## src/rtl/wt_mem_req_arbiter.sv

```systemverilog
// ---------------------------------------------------------------------------
// wt_mem_req_arbiter
//
// Purpose:
//   Merges the memory requests of the write-through I$ and D$ onto the single
//   request port of the memory adapter. A granted request is registered into a
//   one-entry output stage. Every in-flight transaction ID is recorded in a
//   small table (valid + source) so that returns can be routed back to the
//   cache that issued them. Returns whose ID is not in flight are flagged.
//
// Ports:
//   clk_i, rst_ni          clock, asynchronous active-low reset
//   icache_req_i           I$ request pending (held until acked)
//   icache_paddr_i/tid_i   I$ request address / transaction ID
//   icache_ack_o           I$ accept pulse (combinational)
//   dcache_req_i           D$ request pending (held until acked)
//   dcache_paddr_i/tid_i   D$ request address / transaction ID
//   dcache_we_i            D$ write request
//   dcache_ack_o           D$ accept pulse (combinational)
//   mem_valid_o            output stage holds a request
//   mem_ready_i            adapter accepts the output stage this cycle
//   mem_paddr_o/tid_o      request address / ID towards the adapter
//   mem_we_o               write request (always 0 for I$)
//   mem_src_o              request source, 0 = I$, 1 = D$
//   mem_rtrn_vld_i         return beat from the adapter
//   mem_rtrn_tid_i         ID of the returning transaction
//   icache_rtrn_vld_o      return belongs to the I$
//   dcache_rtrn_vld_o      return belongs to the D$
//   rtrn_err_o             return carried an ID that is not in flight
//   busy_o                 output stage valid or any ID in flight
// ---------------------------------------------------------------------------
module wt_mem_req_arbiter #(
  parameter int unsigned AddrWidth = 64,
  parameter int unsigned TidWidth  = 2
) (
  input  logic                 clk_i,
  input  logic                 rst_ni,

  input  logic                 icache_req_i,
  input  logic [AddrWidth-1:0] icache_paddr_i,
  input  logic [TidWidth-1:0]  icache_tid_i,
  output logic                 icache_ack_o,

  input  logic                 dcache_req_i,
  input  logic [AddrWidth-1:0] dcache_paddr_i,
  input  logic [TidWidth-1:0]  dcache_tid_i,
  input  logic                 dcache_we_i,
  output logic                 dcache_ack_o,

  output logic                 mem_valid_o,
  input  logic                 mem_ready_i,
  output logic [AddrWidth-1:0] mem_paddr_o,
  output logic [TidWidth-1:0]  mem_tid_o,
  output logic                 mem_we_o,
  output logic                 mem_src_o,

  input  logic                 mem_rtrn_vld_i,
  input  logic [TidWidth-1:0]  mem_rtrn_tid_i,
  output logic                 icache_rtrn_vld_o,
  output logic                 dcache_rtrn_vld_o,
  output logic                 rtrn_err_o,

  output logic                 busy_o
);

  localparam int unsigned NumIds = 2 ** TidWidth;

  // Source encoding used by last_grant, the ID table and mem_src_o.
  localparam logic SrcIcache = 1'b0;
  localparam logic SrcDcache = 1'b1;

  // -------------------------------------------------------------------------
  // State
  // -------------------------------------------------------------------------
  logic                 stage_valid_q;
  logic [AddrWidth-1:0] stage_paddr_q;
  logic [TidWidth-1:0]  stage_tid_q;
  logic                 stage_we_q;
  logic                 stage_src_q;

  logic [NumIds-1:0]    tbl_valid_q;
  logic [NumIds-1:0]    tbl_src_q;

  logic                 last_grant_q;

  // -------------------------------------------------------------------------
  // Combinational decisions
  // -------------------------------------------------------------------------
  logic                 stage_free;
  logic                 icache_elig;
  logic                 dcache_elig;
  logic                 grant;
  logic                 winner;
  logic [AddrWidth-1:0] grant_paddr;
  logic [TidWidth-1:0]  grant_tid;
  logic                 grant_we;

  logic                 rtrn_hit;
  logic                 rtrn_src;
  logic [NumIds-1:0]    set_mask;
  logic [NumIds-1:0]    clr_mask;

  // The stage can take a new request if it is empty or drains this cycle.
  assign stage_free = !stage_valid_q || mem_ready_i;

  // Eligibility looks only at the registered table, so an ID released by a
  // return in this cycle is not reusable until the next one. This also
  // guarantees that a same-cycle grant and return never touch the same entry.
  assign icache_elig = icache_req_i && stage_free && !tbl_valid_q[icache_tid_i];
  assign dcache_elig = dcache_req_i && stage_free && !tbl_valid_q[dcache_tid_i];

  // Round-robin between two requesters: on a tie the source that did not
  // win last time is picked; otherwise the single eligible source wins.
  always_comb begin
    grant  = icache_elig || dcache_elig;
    winner = SrcIcache;
    if (icache_elig && dcache_elig) begin
      winner = ~last_grant_q;
    end else if (dcache_elig) begin
      winner = SrcDcache;
    end
  end

  assign icache_ack_o = grant && (winner == SrcIcache);
  assign dcache_ack_o = grant && (winner == SrcDcache);

  // Request fields of the winner; I$ requests are always reads.
  always_comb begin
    grant_paddr = icache_paddr_i;
    grant_tid   = icache_tid_i;
    grant_we    = 1'b0;
    if (winner == SrcDcache) begin
      grant_paddr = dcache_paddr_i;
      grant_tid   = dcache_tid_i;
      grant_we    = dcache_we_i;
    end
  end

  // Return routing is combinational against the registered table. An ID that
  // is not in flight produces only the error pulse and leaves the table alone.
  always_comb begin
    rtrn_hit          = mem_rtrn_vld_i && tbl_valid_q[mem_rtrn_tid_i];
    rtrn_src          = tbl_src_q[mem_rtrn_tid_i];
    icache_rtrn_vld_o = rtrn_hit && (rtrn_src == SrcIcache);
    dcache_rtrn_vld_o = rtrn_hit && (rtrn_src == SrcDcache);
    rtrn_err_o        = mem_rtrn_vld_i && !tbl_valid_q[mem_rtrn_tid_i];
  end

  // One-hot update masks for the ID table.
  always_comb begin
    set_mask = '0;
    clr_mask = '0;
    if (grant) begin
      set_mask[grant_tid] = 1'b1;
    end
    if (rtrn_hit) begin
      clr_mask[mem_rtrn_tid_i] = 1'b1;
    end
  end

  // -------------------------------------------------------------------------
  // Output stage
  // -------------------------------------------------------------------------
  // A grant always reloads the stage (it is free by construction). Without a
  // grant the stage empties once the adapter takes it, and holds otherwise.
  always_ff @(posedge clk_i or negedge rst_ni) begin
    if (!rst_ni) begin
      stage_valid_q <= 1'b0;
      stage_paddr_q <= '0;
      stage_tid_q   <= '0;
      stage_we_q    <= 1'b0;
      stage_src_q   <= SrcIcache;
    end else if (grant) begin
      stage_valid_q <= 1'b1;
      stage_paddr_q <= grant_paddr;
      stage_tid_q   <= grant_tid;
      stage_we_q    <= grant_we;
      stage_src_q   <= winner;
    end else if (mem_ready_i) begin
      stage_valid_q <= 1'b0;
    end
  end

  // -------------------------------------------------------------------------
  // ID table
  // -------------------------------------------------------------------------
  // Set and clear masks are disjoint (see the eligibility rule), so the order
  // of clear-then-set below only matters for readability.
  always_ff @(posedge clk_i or negedge rst_ni) begin
    if (!rst_ni) begin
      tbl_valid_q <= '0;
      tbl_src_q   <= '0;
    end else begin
      tbl_valid_q <= (tbl_valid_q & ~clr_mask) | set_mask;
      tbl_src_q   <= (tbl_src_q & ~set_mask) | (set_mask & {NumIds{winner}});
    end
  end

  // -------------------------------------------------------------------------
  // Round-robin pointer
  // -------------------------------------------------------------------------
  // Resetting to D$ makes the I$ win the first tie after reset.
  always_ff @(posedge clk_i or negedge rst_ni) begin
    if (!rst_ni) begin
      last_grant_q <= SrcDcache;
    end else if (grant) begin
      last_grant_q <= winner;
    end
  end

  // -------------------------------------------------------------------------
  // Outputs
  // -------------------------------------------------------------------------
  assign mem_valid_o = stage_valid_q;
  assign mem_paddr_o = stage_paddr_q;
  assign mem_tid_o   = stage_tid_q;
  assign mem_we_o    = stage_we_q;
  assign mem_src_o   = stage_src_q;

  assign busy_o = stage_valid_q || (|tbl_valid_q);

  // -------------------------------------------------------------------------
  // Interface properties
  // -------------------------------------------------------------------------
  // Only one cache is ever acked per cycle.
  a_ack_onehot : assert property (@(posedge clk_i) disable iff (!rst_ni)
    !(icache_ack_o && dcache_ack_o));

  // An ack is only given to a source that is eligible.
  a_ack_eligible : assert property (@(posedge clk_i) disable iff (!rst_ni)
    (icache_ack_o -> icache_elig) && (dcache_ack_o -> dcache_elig));

  // A stalled output stage keeps its contents.
  a_stage_hold : assert property (@(posedge clk_i) disable iff (!rst_ni)
    (stage_valid_q && !mem_ready_i) |=>
      (stage_valid_q && $stable(stage_paddr_q) && $stable(stage_tid_q) &&
       $stable(stage_we_q) && $stable(stage_src_q)));

  // Granted IDs are never already in flight.
  a_no_double_issue : assert property (@(posedge clk_i) disable iff (!rst_ni)
    grant |-> !tbl_valid_q[grant_tid]);

endmodule

```

## config.mk

```make
export PLATFORM = sky130hd
export DESIGN_NAME = wt_mem_req_arbiter
export DESIGN_NICKNAME = d
export VERILOG_FILES = /design/src/rtl/wt_mem_req_arbiter.sv
export SDC_FILE = /design/constraint.sdc
export NUM_CORES = 1
export LEC_CHECK = 0
export BUFFER_PORTS_ARGS = -buffer_cell sky130_fd_sc_hd__buf_4
export CAP_MARGIN = 20
export CORE_MARGIN = 4
export CORE_UTILIZATION = 45
export CTS_BUF_LIST = sky130_fd_sc_hd__clkbuf_8
export CTS_CLUSTER_SIZE = 40
export DETAILED_ROUTE_END_ITERATION = 8
export PLACE_DENSITY_LB_ADDON = 0.15
export SYNTH_ARGS = -nofsm -noshare
export SYNTH_HDL_FRONTEND = slang
export SYNTH_SLANG_ARGS = --single-unit
```

## constraint.sdc

```tcl
create_clock -name clk_i -period 2.6 [get_ports clk_i]
set_input_delay 0.26 -clock clk_i [delete_from_list [all_inputs] [get_ports clk_i]]
set_output_delay 0.26 -clock clk_i [all_outputs]
set_load 0.005 [all_outputs]
```

==> results.yml <==
status:
  outcome: "finished, final reports clean"
power:
  p_clk_share_pct: 16.3
  power.switching_mw: 2.03
  swShare_pct: 35.7
  power.combinational.fraction_pct: 45.0
  peakVddDrop_v: 0.000524
  power_density_nw_per_um2: 1060
  seqPwrFrac_pct: 38.7
  p_int_mw: 3.65
  p_leak_nw: 2.59
synthesis:
  synthMostInstantiatedCell: "nor2_1"
  synthTopCellsByCount: "134 x nor2_1, 77 x dfrtp_1, 65 x o22ai_1"
  synth_nets: 510
  synth_top_area_share_pct: 55.5
  synth-async-reset-ratio_pct: 100
  yosysWarnings: 0
  synth_cell_types: 34
  syn_area_per_cell_um2: 9.40
  synth_seq_cells: 78
  ys.flop_type: "dfrtp_1"
  yosysTopAreaCell: "dfrtp_1"
  ys_seq_area_share_pct: 56.3
  syn_area_um2: 3470
  ys_top_cells_by_area: "dfrtp_1 56%, nor2_1 14%, o22ai_1 12%"
  synth_cells: 369
  synth_edf_count: 0
grt:
  grt_max_degree: 79
  grt_first_pass_wirelength_mm: 17.5
  antenna_found_initial: 0
  grt_overflow: 0
  track_usage_pct: 24.8
  grt_pass1_vias: 3708
die:
  start_util_pct: 47.1
  num_rows: 31
  io_pins: 216
  dieArea_um2: 9180
  coreArea_um2: 7370
  die_y_um: 95.8
  die_x_um: 95.8
route:
  route.met3.wl_um: 959
  routed_wl_mm: 11.4
  dr.max_layer_used: "met4"
  routed_via_density: 5.20
  drt-wirelength-per-cell_um: 16.7
  drt-initial-drc-count: 170
  drc: 0
  route.met2.wl_mm: 5.94
  vias: 3538
  antenna_left: 0
  wl_met1_mm: 4.19
  first_pass_iters: 5
place:
  hpwl_mm: 8.20
  portBuffers: 215
  place_congestion: 0.885
  place_inst: 663
min_path:
  holdPathStages: 2
  hold_class: "in -> reg"
  holdCritStartpoint: "dcache_we_i"
  whs_endpoint: "mem_we_o$_DFFE_PN0N_"
timing:
  rsz0062_at_grt: "no"
  slew_headroom_pct: 67.8
  period_share_pct: 91.7
  hold_viol_final: 0
  setup_tns_ns: 0
  finalClockSkew_ns: 0.0106
  period_needed_ns: 2.38
  drv_slew: 0
  fmax_ghz: 0.419
  finalSetupViolations: 0
  tightest_slew_ns: 0.481
clock_network:
  cts.clk_slew.worst_paths_ns: 0.08
  clock_sinks: 78
  cts_tree: "yes"
  cts_buffers: 9
  h-tree-depth: 3
  clk_path_buf_depth: 2
  worstSkewPairLatency_ns: 0.34
  cts_root_buffer: "clkbuf_8"
finish:
  diodes: 0
  layout.nets: 718
  nFillCells: 589
  drive_gt1_share_pct: 42.1
  area_delta_synth_final_pct: 54.6
  fin_cells: 681
flow_run:
  cap_violations: 0
critical_path:
  regToRegEndpoint: "mem_paddr_o[49]$_DFFE_PN0N_"
  worst_ep_required_time_ns: 2.34
  cp.arrival_ns: 2.12
  ff2ff_path_depth: 6
  r2r-start: "tbl_valid_q[1]$_DFF_PN0_"
  crit_type: "reg -> out"
  cp_max_fo: 66
  critPathLaunchType: "flip-flop"
  rrSetupSlack_ns: 0.55
  worst_setup_path_end_kind: "output pin"
-- power by group through the flow --
stage                     Combinational (mW)  Clock [mW]  Sequential [mW]
after floorplan                         1.20           0             2.19
after global placement                  2.50           0             2.19
after detailed placement                2.57           0             2.19
after CTS                               2.57       0.941             2.19
after global routing                    2.82       0.996             2.26
final                                   2.55       0.927             2.19
-- per-layer routing --
metal	GRT usage, %	vias to the layer above
met5	0	-
met4	11.1	0
met3	7.27	25
met2	42.4	161
met1	28.7	1650
li1	-	1702
-- worst max path at each step --
stage                        startpoint                     endpoint  slack, ns  depth (start not counted)
2_1_floorplan           dcache_tid_i[1]                 icache_ack_o       0.81                          7
3_3_place_gp            icache_tid_i[0]  mem_paddr_o[21]$_DFFE_PN0N_       0.59                          7
3_5_place_dp            icache_tid_i[0]  mem_paddr_o[49]$_DFFE_PN0N_       0.53                          7
4_1_cts        tbl_valid_q[1]$_DFF_PN0_                 icache_ack_o       0.22                          6
5_1_grt        tbl_valid_q[1]$_DFF_PN0_                 icache_ack_o       0.13                          6
6_report       tbl_valid_q[1]$_DFF_PN0_                 icache_ack_o       0.22                          6
-- area by class of cell --
cell class	instances	area, um^2	area share (%)
inverters	5	18.8	0.350
clock inverters	5	50.0	0.933
multi-input cells	261	1360	25.4
clock buffers	11	151	2.82
well taps	99	124	2.31
repair buffers	222	1700	31.7
flip-flops and latches	78	1950	36.4
-- through the flow --
step	area [um^2]	worst slack, ns	utilization (%)	total power [mW]	hold WS [ns]
after detailed placement	5120	0.534	69.5	4.76	0.486
final	5360	0.216	72.8	5.67	0.138
after global placement	5120	0.592	69.5	4.69	0.478
after global routing	5360	0.131	72.8	6.08	0.127
after CTS	5330	0.217	72.3	5.70	0.112
after floorplan	3470	0.808	-	3.39	-0.0356
-- critical path, stage by stage, from the launching register on --
cell       delay, ns
dfrtp_1         0.43
mux2_4          0.29
a2bb2oi_2       0.21
o211ai_1        0.29
buf_12          0.31
inv_1           0.07
buf_4           0.14
-- flip-flops by register name, indices dropped and copies added, names as in the netlist, named ones only --
| signal | flops |
|---|---|
| last_grant_q | 1 |
| mem_paddr_o | 64 |
| mem_src_o | 1 |
| mem_we_o | 1 |
| mem_valid_o | 1 |
| mem_tid_o | 2 |
| tbl_valid_q | 4 |
-- cell usage in the layout, fill, tap and decap left out, types with 5 or more instances in the layout --
| master | instances |
|---|---|
| nor2b_1 | 5 |
| inv_1 | 7 |
| o22ai_1 | 65 |
| o21ai_0 | 11 |
| nor2_1 | 134 |
| clkbuf_8 | 11 |
| nand2_1 | 11 |
| buf_4 | 219 |
| dfrtp_1 | 77 |
-- what timing repair did --
item / 4_1_cts / 5_1_grt
hold endpoints to repair: 0 / 9
hold buffers: 0 / 1
setup buffers: 0 / 0
gates resized for setup: 0 / 0
setup endpoints to repair: 0 / 0
-- kinds of logic (layout without fill, tap and decap cells) --
family | count (synthesis) | after routing | share of synthesized area [%]
buf+inv | 30 | 243 | 4.65
flops | 78 | 78 | 56.3
compound gates | 96 | 96 | 18.2
simple gates | 158 | 158 | 17.9
mux | 7 | 7 | 2.96
No activity file was read; power rests on OpenSTA's default activity.
